[src/rtl/dma_ocram_arb_pkg.sv]
// Shared constants and types for the DMA on-chip RAM arbiter slice.
package dma_ocram_arb_pkg;

    localparam int unsigned ADDR_W_DFLT = 10;
    localparam int unsigned DATA_W_DFLT = 32;
    localparam int unsigned STATS_W     = 32;

    typedef enum logic {
        M_CPU = 1'b0,
        M_DMA = 1'b1
    } master_e;

endpackage

[src/rtl/dma_ocram_arbiter_if.sv]
// Bus bundle between the CPU/DMA Avalon-MM masters, the arbiter and the RAM slave port.
interface dma_ocram_arbiter_if
    import dma_ocram_arb_pkg::*;
#(
    parameter int unsigned ADDR_W = ADDR_W_DFLT,
    parameter int unsigned DATA_W = DATA_W_DFLT
);
    localparam int unsigned BE_W = DATA_W / 8;

    logic [ADDR_W-1:0] m0_address;
    logic [BE_W-1:0]   m0_byteenable;
    logic              m0_read;
    logic              m0_write;
    logic [DATA_W-1:0] m0_writedata;
    logic              m0_waitrequest;
    logic [DATA_W-1:0] m0_readdata;
    logic              m0_readdatavalid;

    logic [ADDR_W-1:0] m1_address;
    logic [BE_W-1:0]   m1_byteenable;
    logic              m1_read;
    logic              m1_write;
    logic [DATA_W-1:0] m1_writedata;
    logic              m1_waitrequest;
    logic [DATA_W-1:0] m1_readdata;
    logic              m1_readdatavalid;

    logic [ADDR_W-1:0] ram_address;
    logic [BE_W-1:0]   ram_byteenable;
    logic              ram_chipselect;
    logic              ram_write;
    logic [DATA_W-1:0] ram_writedata;
    logic              ram_clken;
    logic [DATA_W-1:0] ram_readdata;

    modport slave (
        input  m0_address, m0_byteenable, m0_read, m0_write, m0_writedata,
        output m0_waitrequest, m0_readdata, m0_readdatavalid,
        input  m1_address, m1_byteenable, m1_read, m1_write, m1_writedata,
        output m1_waitrequest, m1_readdata, m1_readdatavalid,
        output ram_address, ram_byteenable, ram_chipselect, ram_write, ram_writedata, ram_clken,
        input  ram_readdata
    );

    modport master (
        output m0_address, m0_byteenable, m0_read, m0_write, m0_writedata,
        input  m0_waitrequest, m0_readdata, m0_readdatavalid,
        output m1_address, m1_byteenable, m1_read, m1_write, m1_writedata,
        input  m1_waitrequest, m1_readdata, m1_readdatavalid,
        input  ram_address, ram_byteenable, ram_chipselect, ram_write, ram_writedata, ram_clken,
        output ram_readdata
    );

endinterface

[src/rtl/dma_ocram_rr_arb2.sv]
// Two-way round-robin grant logic; last_grant resets to M_DMA so M_CPU wins the first tie.
module dma_ocram_rr_arb2
    import dma_ocram_arb_pkg::*;
(
    input  logic       clk,
    input  logic       reset,
    input  logic [1:0] req_i,
    output logic [1:0] grant_o
);

    master_e last_grant_q;
    master_e last_grant_d;

    always_comb begin
        grant_o      = '0;
        last_grant_d = last_grant_q;
        case (req_i)
            2'b01:   grant_o = 2'b01;
            2'b10:   grant_o = 2'b10;
            2'b11:   grant_o = (last_grant_q == M_DMA) ? 2'b01 : 2'b10;
            default: grant_o = '0;
        endcase
        if (grant_o[1]) begin
            last_grant_d = M_DMA;
        end else if (grant_o[0]) begin
            last_grant_d = M_CPU;
        end
    end

    always_ff @(posedge clk or posedge reset) begin
        if (reset) begin
            last_grant_q <= M_DMA;
        end else begin
            last_grant_q <= last_grant_d;
        end
    end

endmodule

[src/rtl/dma_ocram_arbiter.sv]
// Round-robin share of the single-port DMA on-chip RAM between CPU (m0) and DMA (m1).
// Define DMA_OCRAM_ARB_STATS_EN to add grant/conflict statistics counters and ports.
module dma_ocram_arbiter
    import dma_ocram_arb_pkg::*;
#(
    parameter int unsigned ADDR_W = ADDR_W_DFLT,
    parameter int unsigned DATA_W = DATA_W_DFLT
) (
    input  logic               clk,
    input  logic               reset,
    dma_ocram_arbiter_if.slave bus
`ifdef DMA_OCRAM_ARB_STATS_EN
    ,
    input  logic               stats_clear,
    output logic [STATS_W-1:0] stats_grant0,
    output logic [STATS_W-1:0] stats_grant1,
    output logic [STATS_W-1:0] stats_conflict
`endif
);

    localparam int unsigned BE_W = DATA_W / 8;

    logic [1:0] req;
    logic [1:0] grant;

    assign req[0] = bus.m0_read | bus.m0_write;
    assign req[1] = bus.m1_read | bus.m1_write;

    dma_ocram_rr_arb2 u_rr_arb2 (
        .clk     (clk),
        .reset   (reset),
        .req_i   (req),
        .grant_o (grant)
    );

    logic [ADDR_W-1:0] sel_address;
    logic [BE_W-1:0]   sel_byteenable;
    logic [DATA_W-1:0] sel_writedata;
    logic              sel_write;
    logic              sel_read;

    always_comb begin
        sel_address    = bus.m0_address;
        sel_byteenable = bus.m0_byteenable;
        sel_writedata  = bus.m0_writedata;
        sel_write      = bus.m0_write;
        sel_read       = bus.m0_read;
        if (grant[M_DMA]) begin
            sel_address    = bus.m1_address;
            sel_byteenable = bus.m1_byteenable;
            sel_writedata  = bus.m1_writedata;
            sel_write      = bus.m1_write;
            sel_read       = bus.m1_read;
        end
    end

    assign bus.m0_waitrequest = req[0] & ~grant[0];
    assign bus.m1_waitrequest = req[1] & ~grant[1];

    assign bus.ram_chipselect = |grant;
    assign bus.ram_write      = (|grant) & sel_write;
    assign bus.ram_address    = sel_address;
    assign bus.ram_byteenable = sel_byteenable;
    assign bus.ram_writedata  = sel_writedata;
    assign bus.ram_clken      = 1'b1;

    logic    rd_vld_q;
    logic    rd_vld_d;
    master_e rd_owner_q;
    master_e rd_owner_d;

    // A read that also asserts write is performed as a write, so no data return is scheduled.
    always_comb begin
        rd_vld_d   = (|grant) & sel_read & ~sel_write;
        rd_owner_d = rd_owner_q;
        if (rd_vld_d) begin
            rd_owner_d = grant[M_DMA] ? M_DMA : M_CPU;
        end
    end

    always_ff @(posedge clk or posedge reset) begin
        if (reset) begin
            rd_vld_q   <= 1'b0;
            rd_owner_q <= M_CPU;
        end else begin
            rd_vld_q   <= rd_vld_d;
            rd_owner_q <= rd_owner_d;
        end
    end

    assign bus.m0_readdatavalid = rd_vld_q & (rd_owner_q == M_CPU);
    assign bus.m1_readdatavalid = rd_vld_q & (rd_owner_q == M_DMA);
    assign bus.m0_readdata      = bus.ram_readdata;
    assign bus.m1_readdata      = bus.ram_readdata;

    a_m0_no_rw: assert property (@(posedge clk) disable iff (reset) !(bus.m0_read && bus.m0_write))
        else $error("m0 asserted read and write together");
    a_m1_no_rw: assert property (@(posedge clk) disable iff (reset) !(bus.m1_read && bus.m1_write))
        else $error("m1 asserted read and write together");

`ifdef DMA_OCRAM_ARB_STATS_EN
    logic [STATS_W-1:0] stats_grant0_q;
    logic [STATS_W-1:0] stats_grant0_d;
    logic [STATS_W-1:0] stats_grant1_q;
    logic [STATS_W-1:0] stats_grant1_d;
    logic [STATS_W-1:0] stats_conflict_q;
    logic [STATS_W-1:0] stats_conflict_d;

    always_comb begin
        stats_grant0_d   = stats_grant0_q;
        stats_grant1_d   = stats_grant1_q;
        stats_conflict_d = stats_conflict_q;
        if (stats_clear) begin
            stats_grant0_d   = '0;
            stats_grant1_d   = '0;
            stats_conflict_d = '0;
        end else begin
            if (grant[0] && (stats_grant0_q != '1)) begin
                stats_grant0_d = stats_grant0_q + STATS_W'(1);
            end
            if (grant[1] && (stats_grant1_q != '1)) begin
                stats_grant1_d = stats_grant1_q + STATS_W'(1);
            end
            if ((&req) && (stats_conflict_q != '1)) begin
                stats_conflict_d = stats_conflict_q + STATS_W'(1);
            end
        end
    end

    always_ff @(posedge clk or posedge reset) begin
        if (reset) begin
            stats_grant0_q   <= '0;
            stats_grant1_q   <= '0;
            stats_conflict_q <= '0;
        end else begin
            stats_grant0_q   <= stats_grant0_d;
            stats_grant1_q   <= stats_grant1_d;
            stats_conflict_q <= stats_conflict_d;
        end
    end

    assign stats_grant0   = stats_grant0_q;
    assign stats_grant1   = stats_grant1_q;
    assign stats_conflict = stats_conflict_q;
`endif

endmodule
[src/flat_wrapper.sv]
// flat-port wrapper written by rule: the top's interface ports become plain ports
module dma_ocram_arbiter_flat import dma_ocram_arb_pkg::*;
#(
    parameter int unsigned ADDR_W = ADDR_W_DFLT,
    parameter int unsigned DATA_W = DATA_W_DFLT
)
  (clk, reset, bus_m0_address, bus_m0_byteenable, bus_m0_read, bus_m0_write, bus_m0_writedata, bus_m0_waitrequest, bus_m0_readdata, bus_m0_readdatavalid, bus_m1_address, bus_m1_byteenable, bus_m1_read, bus_m1_write, bus_m1_writedata, bus_m1_waitrequest, bus_m1_readdata, bus_m1_readdatavalid, bus_ram_address, bus_ram_byteenable, bus_ram_chipselect, bus_ram_write, bus_ram_writedata, bus_ram_clken, bus_ram_readdata);
  dma_ocram_arbiter_if #(.ADDR_W(ADDR_W), .DATA_W(DATA_W)) bus_i ();
  input  logic clk;
  input  logic reset;
  input wire logic [$bits(bus_i.m0_address)-1:0] bus_m0_address;
  input wire logic [$bits(bus_i.m0_byteenable)-1:0] bus_m0_byteenable;
  input wire logic [$bits(bus_i.m0_read)-1:0] bus_m0_read;
  input wire logic [$bits(bus_i.m0_write)-1:0] bus_m0_write;
  input wire logic [$bits(bus_i.m0_writedata)-1:0] bus_m0_writedata;
  output wire logic [$bits(bus_i.m0_waitrequest)-1:0] bus_m0_waitrequest;
  output wire logic [$bits(bus_i.m0_readdata)-1:0] bus_m0_readdata;
  output wire logic [$bits(bus_i.m0_readdatavalid)-1:0] bus_m0_readdatavalid;
  input wire logic [$bits(bus_i.m1_address)-1:0] bus_m1_address;
  input wire logic [$bits(bus_i.m1_byteenable)-1:0] bus_m1_byteenable;
  input wire logic [$bits(bus_i.m1_read)-1:0] bus_m1_read;
  input wire logic [$bits(bus_i.m1_write)-1:0] bus_m1_write;
  input wire logic [$bits(bus_i.m1_writedata)-1:0] bus_m1_writedata;
  output wire logic [$bits(bus_i.m1_waitrequest)-1:0] bus_m1_waitrequest;
  output wire logic [$bits(bus_i.m1_readdata)-1:0] bus_m1_readdata;
  output wire logic [$bits(bus_i.m1_readdatavalid)-1:0] bus_m1_readdatavalid;
  output wire logic [$bits(bus_i.ram_address)-1:0] bus_ram_address;
  output wire logic [$bits(bus_i.ram_byteenable)-1:0] bus_ram_byteenable;
  output wire logic [$bits(bus_i.ram_chipselect)-1:0] bus_ram_chipselect;
  output wire logic [$bits(bus_i.ram_write)-1:0] bus_ram_write;
  output wire logic [$bits(bus_i.ram_writedata)-1:0] bus_ram_writedata;
  output wire logic [$bits(bus_i.ram_clken)-1:0] bus_ram_clken;
  input wire logic [$bits(bus_i.ram_readdata)-1:0] bus_ram_readdata;
  assign bus_i.m0_address = bus_m0_address;
  assign bus_i.m0_byteenable = bus_m0_byteenable;
  assign bus_i.m0_read = bus_m0_read;
  assign bus_i.m0_write = bus_m0_write;
  assign bus_i.m0_writedata = bus_m0_writedata;
  assign bus_m0_waitrequest = bus_i.m0_waitrequest;
  assign bus_m0_readdata = bus_i.m0_readdata;
  assign bus_m0_readdatavalid = bus_i.m0_readdatavalid;
  assign bus_i.m1_address = bus_m1_address;
  assign bus_i.m1_byteenable = bus_m1_byteenable;
  assign bus_i.m1_read = bus_m1_read;
  assign bus_i.m1_write = bus_m1_write;
  assign bus_i.m1_writedata = bus_m1_writedata;
  assign bus_m1_waitrequest = bus_i.m1_waitrequest;
  assign bus_m1_readdata = bus_i.m1_readdata;
  assign bus_m1_readdatavalid = bus_i.m1_readdatavalid;
  assign bus_ram_address = bus_i.ram_address;
  assign bus_ram_byteenable = bus_i.ram_byteenable;
  assign bus_ram_chipselect = bus_i.ram_chipselect;
  assign bus_ram_write = bus_i.ram_write;
  assign bus_ram_writedata = bus_i.ram_writedata;
  assign bus_ram_clken = bus_i.ram_clken;
  assign bus_i.ram_readdata = bus_ram_readdata;
  dma_ocram_arbiter #(.ADDR_W(ADDR_W), .DATA_W(DATA_W)) u_core (.clk(clk), .reset(reset), .bus(bus_i));
endmodule
[config.mk]
export PLATFORM = sky130hd
export DESIGN_NAME = dma_ocram_arbiter_flat
export DESIGN_NICKNAME = d
export VERILOG_FILES = /design/src/rtl/dma_ocram_arb_pkg.sv /design/src/rtl/dma_ocram_arbiter_if.sv /design/src/rtl/dma_ocram_rr_arb2.sv /design/src/rtl/dma_ocram_arbiter.sv /design/src/flat_wrapper.sv
export SDC_FILE = /design/constraint.sdc
export NUM_CORES = 1
export LEC_CHECK = 0
export CAP_MARGIN = 0
export CORE_AREA = 2 2 96 98
export DETAILED_ROUTE_END_ITERATION = 8
export DIE_AREA = 0 0 98 100
export GPL_ROUTABILITY_DRIVEN = 0
export GPL_TIMING_DRIVEN = 0
export PLACE_DENSITY_LB_ADDON = 0.08
export RECOVER_POWER = 25
export SKIP_LAST_GASP = 1
export SLEW_MARGIN = 20
export SYNTH_ARGS = -nofsm -noshare
export SYNTH_HDL_FRONTEND = slang
export SYNTH_HIERARCHICAL = 1
export SYNTH_SLANG_ARGS = --single-unit
[constraint.sdc]
create_clock -name clk -period 2.1 [get_ports clk]
set_input_delay 0.21 -clock clk [delete_from_list [all_inputs] [get_ports clk]]
set_output_delay 0.21 -clock clk [all_outputs]
set_load 0.02 [all_outputs]
[Yosys cells after proc, flatten, opt, wreduce, memory -nomap -nowiden]
Cells that the tools add are included.
Word-level totals
  flip-flop bits (word level): 3
  input port bits: 130
  output and inout bits: 117
  word-level logic and storage cells: 31
Cells by class
  equality and inequality tests: 3
  multiplexer cells: 10
  bitwise operators: 13
  reduce and logical (&&, ||, !) cells: 2
Operator list (number)
  32-bit 2-to-1 mux: 1
  10-bit 2-to-1 mux: 1
  1-bit bitwise AND: 7
  2-bit case mux with 3 select lines: 1
  1-bit 2-to-1 mux: 5
  2-bit equality test, second input constant: 2
  4-bit 2-to-1 mux: 1
  1-bit inverter: 4
  2-bit by 1-bit equality test with 1-bit output, second input constant: 1
  2-bit 2-to-1 mux: 1
  1-bit bitwise OR: 2
  2-bit nonzero test: 1
  2-bit OR reduction: 1

[Logic depth before layout (Yosys ltp)]
  depth in word-level cells: 6
  gate-level depth with buffers: 7
  gate-level depth less buffers: 4

[By module]
Netlist, hierarchy kept.
Modules (own cells, without submodules)
  dma_ocram_arbiter: times used 1, cells an instance 135, area each 1427.6 sq um, seq. area each 50.0 sq um
  dma_ocram_rr_arb2: times used 1, cells an instance 8, area each 65.1 sq um, seq. area each 26.3 sq um

[Worst setup path before layout]
Ideal clock, no wire load.
  path type: in2out
  start: input bus_m1_write
  end: output bus_ram_write
  arrival time: 1.546 ns
  required time: 1.890 ns
  path slack: 0.344 ns
  stages: 6
  buffers on the path: 3
  cell sequence: or2_2 > a21boi_0 > buf_4 > buf_6 > buf_6 > o21ai_0
On the way
  longest elaborated chain between the ends: 5
  elaborated cells on any way between the ends: 8
  those cells by class: 3 x eq/ne; 2 x mux; 2 x bitwise; 1 x reduce/logical
RTL lines
  from (decl): RTL line flat_wrapper.sv:22  | input wire logic [$bits(bus_i.m1_write)-1:0] bus_m1_write;
  1-bit bitwise OR (*): RTL line dma_ocram_arbiter.sv:27  | assign req[1] = bus.m1_read | bus.m1_write;
  2-bit equality test / 2-bit by 1-bit equality test with 1-bit output (equally long branches): RTL line dma_ocram_rr_arb2.sv:17  | case (req_i)
  2-bit case mux with 3 select lines (*): RTL line dma_ocram_rr_arb2.sv:17
  net u_core.grant[1]: RTL line dma_ocram_arbiter.sv:24  | logic [1:0] grant;
  2-bit OR reduction / 1-bit 2-to-1 mux (equally long branches): RTL line dma_ocram_arbiter.sv:61, dma_ocram_arbiter.sv:48
  1-bit bitwise AND (*): RTL line dma_ocram_arbiter.sv:61  | assign bus.ram_write = (|grant) & sel_write;
  to (decl): RTL line flat_wrapper.sv:30  | output wire logic [$bits(bus_i.ram_write)-1:0] bus_ram_write;
Mark *: on every way through the listed nets, which the timed path passes. The rest lies on a longest branch.

[Worst setup path in the final report]
  start: input bus_m0_read
  end: output bus_ram_writedata[4]
On the way
  longest elaborated chain between the ends: 4
  elaborated cells on any way between the ends: 6
  those cells by class: 3 x eq/ne; 2 x mux; 1 x bitwise
RTL lines
  from (decl): RTL line flat_wrapper.sv:13  | input wire logic [$bits(bus_i.m0_read)-1:0] bus_m0_read;
  1-bit bitwise OR (*): RTL line dma_ocram_arbiter.sv:26  | assign req[0] = bus.m0_read | bus.m0_write;
  net u_core.req[0]: RTL line dma_ocram_arbiter.sv:23  | logic [1:0] req;
  2-bit equality test / 2-bit by 1-bit equality test with 1-bit output (equally long branches): RTL line dma_ocram_rr_arb2.sv:17
  2-bit case mux with 3 select lines (*): RTL line dma_ocram_rr_arb2.sv:17
  net u_core.grant[1]: RTL line dma_ocram_arbiter.sv:24
  32-bit 2-to-1 mux (*): RTL line dma_ocram_arbiter.sv:48  | if (grant[M_DMA]) begin
  to (decl): RTL line flat_wrapper.sv:31  | output wire logic [$bits(bus_i.ram_writedata)-1:0] bus_ram_writedata;
Marked as above.

==> metrics.md <==
| Metric | Value |
|---|---|
| Core footprint | 0.00889 sq mm |
| Flip-flop and latch area | 76.3 sq um |
| Worst setup path class | in -> out |
| Worst endpoint required time | ~1.9 ns |
| Static Leak | approximately 1.8 nW |
| TritonCTS clock tree | built |
| Run status | finished, final reports clean |
| Achievable Freq | 501 MHz |
| Maximum VDD drop | roughly 160 uV |
| Most frequent standard cell in the layout excluding fill and tap cells | sky130_fd_sc_hd__clkdlybuf4s50_1 |
| Unrepaired setup endpoints after global routing | false |
| Post-layout net count | between 400 and 500 |
| Level count of the clock H-tree | 1 |
| Share of synthesized area occupied by flip-flops and latches | roughly 5% |
| Die Width | 98 microns |
| Area taken by multi-input logic gates | just over 800 sq um |
| Placed wire-length estimate | about 5.3 mm |
| Die height | 100 microns |
| Routed wirelength normalized by instance count | 12.5 microns |
| Post-synthesis instance area | 0.00149 sq mm |
| CTS buffer count | 3 |
| Number of hold violations in the final report | 0 |
| Total Neg Setup Slack | 0 ns |
| Fraction of final layout cells with drive strength greater than 1 | 49.2% |
| Starting Density | 16.8% |
| Vias after detailed routing | ~1700 |
| Min-Delay Path Depth | 3 |
| Reg-to-Reg Start | u_core/u_rr_arb2/last_grant_q |
| GRT overflow | 0 |
| Largest net degree at the start of global routing | 11 |
| Syn Nets | 273 |
| Wire length of the first global-routing pass | between 8 and 9 mm |
| Max Buffers Root-to-Sink | 2 |
| Largest clock skew in the final design | 0.000375 ns |
| Total length of routed wires | 5.96 mm |
| Number of cells on the worst reg-to-reg path | 6 |
| Register-to-register path setup slack | 0.56 ns |
| Clock sink count | 3 |
| Area overhead of the layout relative to synthesis | 153% |
| End point of the most critical hold path | u_core/rd_vld_q |
| Latest clock arrival within the worst-skew pair | 0.21 ns |
| Synth Area in XOR/XNOR | 0% |
| Final critical-path required period | 1.99 ns |
| Initial DRC count | 5 |
| Via count of the first global-routing pass | 1729 |
| Number of nets still failing antenna checks after routing | 0 |
| Standard-cell rows | 35 |
| FF+latch count, synth | 3 |
| Most frequent cells in the layout | 133 x sky130_fd_sc_hd__clkdlybuf4s50_1, 72 x sky130_fd_sc_hd__buf_4, 46 x sky130_fd_sc_hd__mux2_4 |
| Post-Layout Cell Count | ~480 |
| Fill cell count | 909 |
| CP Capture Type | output port |
| Setup ws final | 0.105 ns |
| Fin. max-slew vios | 0 |
| Number of distinct library cell variants in the gate-level netlist after synthesis | 21 |
| DRC violation count after routing | 0 |
| Final setup violation count | 0 |
| Clock edge transition at the registers on the reported setup and hold paths | about 0.030 ns |
| Beginning of the critical path | bus_m0_read |
| Hold Path Origin | bus_m1_read |
| Max Cap Viol | 0 |
| Arrival time at the worst endpoint | 1.78 ns |
| CP max FO | 5 |
| Multiplexer area fraction after synthesis | 46.3% |
| Startpoint type of the worst setup path | input pin |
| Vias/cell | 3.63 |
| Placed cell count | ~470 |
| End of the worst register-to-register path | u_core/rd_owner_q |
| Die area | between 0.009 and 0.01 sq mm |
| Global routing usage summed across all routing layers | between 10% and 20% |
| Worst Hold Class | in -> reg |
| Antenna cell count | 0 |
| Largest family of logic cells by synthesized area | multiplexers |
| Share of the clock period used by the worst path | 95.0% |
| Final core area utilization | 42.5% |
| Worst slack after detailed placement | -0.626 ns |
| Synthesized-area fraction occupied by ao, oa, aoi and oai cells | 2.35% |
| Number of port buffers | approximately 210 |
| Number of warnings printed during yosys synthesis | 6 |
| Power density normalized to cell area | 418 mW/mm^2 |
| Root buffer cell | sky130_fd_sc_hd__clkbuf_8 |
| Number of cells produced by synthesis | 143 |
| Antenna violations before repair | 0 |
| Adder-Cell Fraction of Synth Area | 0% |
| Synthesized area per cell | 10.4 sq um |
| Total iterations of the first detailed-routing run | 3 |
| Total I/O pin count | 247 |
| Synthesized-area fraction occupied by and/or/nand/nor cells | 5.20% |
-- report_power, final --
part / total, mW / leakage [nW] / internal [mW] / switching [mW]
registers: 0.0838 / 0.0347 / 0.0729 / 0.0109
clock network: 0.167 / 0.0228 / 0.129 / 0.0379
logic: 1.33 / 1.76 / 0.806 / 0.520
total: 1.58 / 1.81 / 1.01 / 0.569
-- cell type report --
cell class,instances,share of cell area (%)
sequential,3,2.02
clock buffer,4,1.19
timing repair buffer,220,55.3
tap,111,3.68
inverter,3,0.298
buffer,71,15.7
multi-input combinational,65,21.8
-- logic make-up after synthesis --
kind of cell	count (synthesis)
AO/OA/AOI/OAI	5
multiplexers	46
AND/OR/NAND/NOR	13
buffers and inverters	75
flip-flops	3
other	1
-- sequential cells by signal (all words and copies together), names as in the netlist --
signal / flops
u_core/rd_owner_q: 1
u_core/rd_vld_q: 1
u_core/u_rr_arb2/last_grant_q: 1
-- repair_timing --
action / CTS / global route
hold endpoints to repair: 0 / 0
setup endpoints to repair: 50 / 37
hold buffers: 0 / 0
gates cloned: 4 / 0
pin swaps: 2 / 0
resized for setup: 188 / 26
buffers inserted: 2 / 1
-- layer usage --
metal  vias to the layer above  global-route usage, %  part of all wire, %  wire length, microns
met4                         0                   1.39                 0.62                    37
met5                         -                      0                    0                     0
met2                       132                   19.9                   52                  3100
met1                       740                   10.7                   34                  2050
li1                        856                      -                    -                     -
met3                         4                   4.18                   13                   776
-- worst max-delay path: stages --
cell	delay, ns
sky130_fd_sc_hd__dlygate4sd2_1	0.25
sky130_fd_sc_hd__or2_4	0.28
sky130_fd_sc_hd__a21boi_4	0.16
sky130_fd_sc_hd__buf_6	0.17
sky130_fd_sc_hd__bufbuf_16	0.27
sky130_fd_sc_hd__mux2_4	0.29
sky130_fd_sc_hd__buf_4	0.16
-- worst max-delay path by stage --
stage,endpoint,slack (ns),cells after the start
6_report,bus_ram_writedata[4],0.11,7
5_1_grt,bus_m0_waitrequest,0.02,4
4_1_cts,bus_ram_writedata[4],-0.03,7
3_5_place_dp,bus_ram_writedata[28],-0.63,8
3_3_place_gp,bus_ram_writedata[28],-0.60,8
2_1_floorplan,bus_ram_write,0.34,6
-- cells in the mapped netlist (all sizes together) --
master   count  area share, %
nor2b        3            1.3
dfrtp        2            3.4
nand4bb      1           0.75
dfstp        1            1.8
and2         1           0.42
nor2         1           0.25
o21ai        1           0.33
or2          3            1.3
a21oi        1           0.33
a21bo        1           0.67
buf         72             40
nand3b       1           0.50
nand2        3           0.75
mux2        46             46
a21boi       2            1.0
inv          3           0.75
conb         1           0.25
-- per-stage QoR --
step                instance area (sq um)  total power [mW]  hold WS (ns)
floorplan                            1490             0.840       -0.0488
global placement                     3760              1.43         0.409
detailed placement                   3760              1.43         0.406
CTS                                  3870              1.63         0.183
global route                         3780              1.66         0.325
finish                               3780              1.58         0.306
Note: power is estimated with default switching activity, not from simulation.
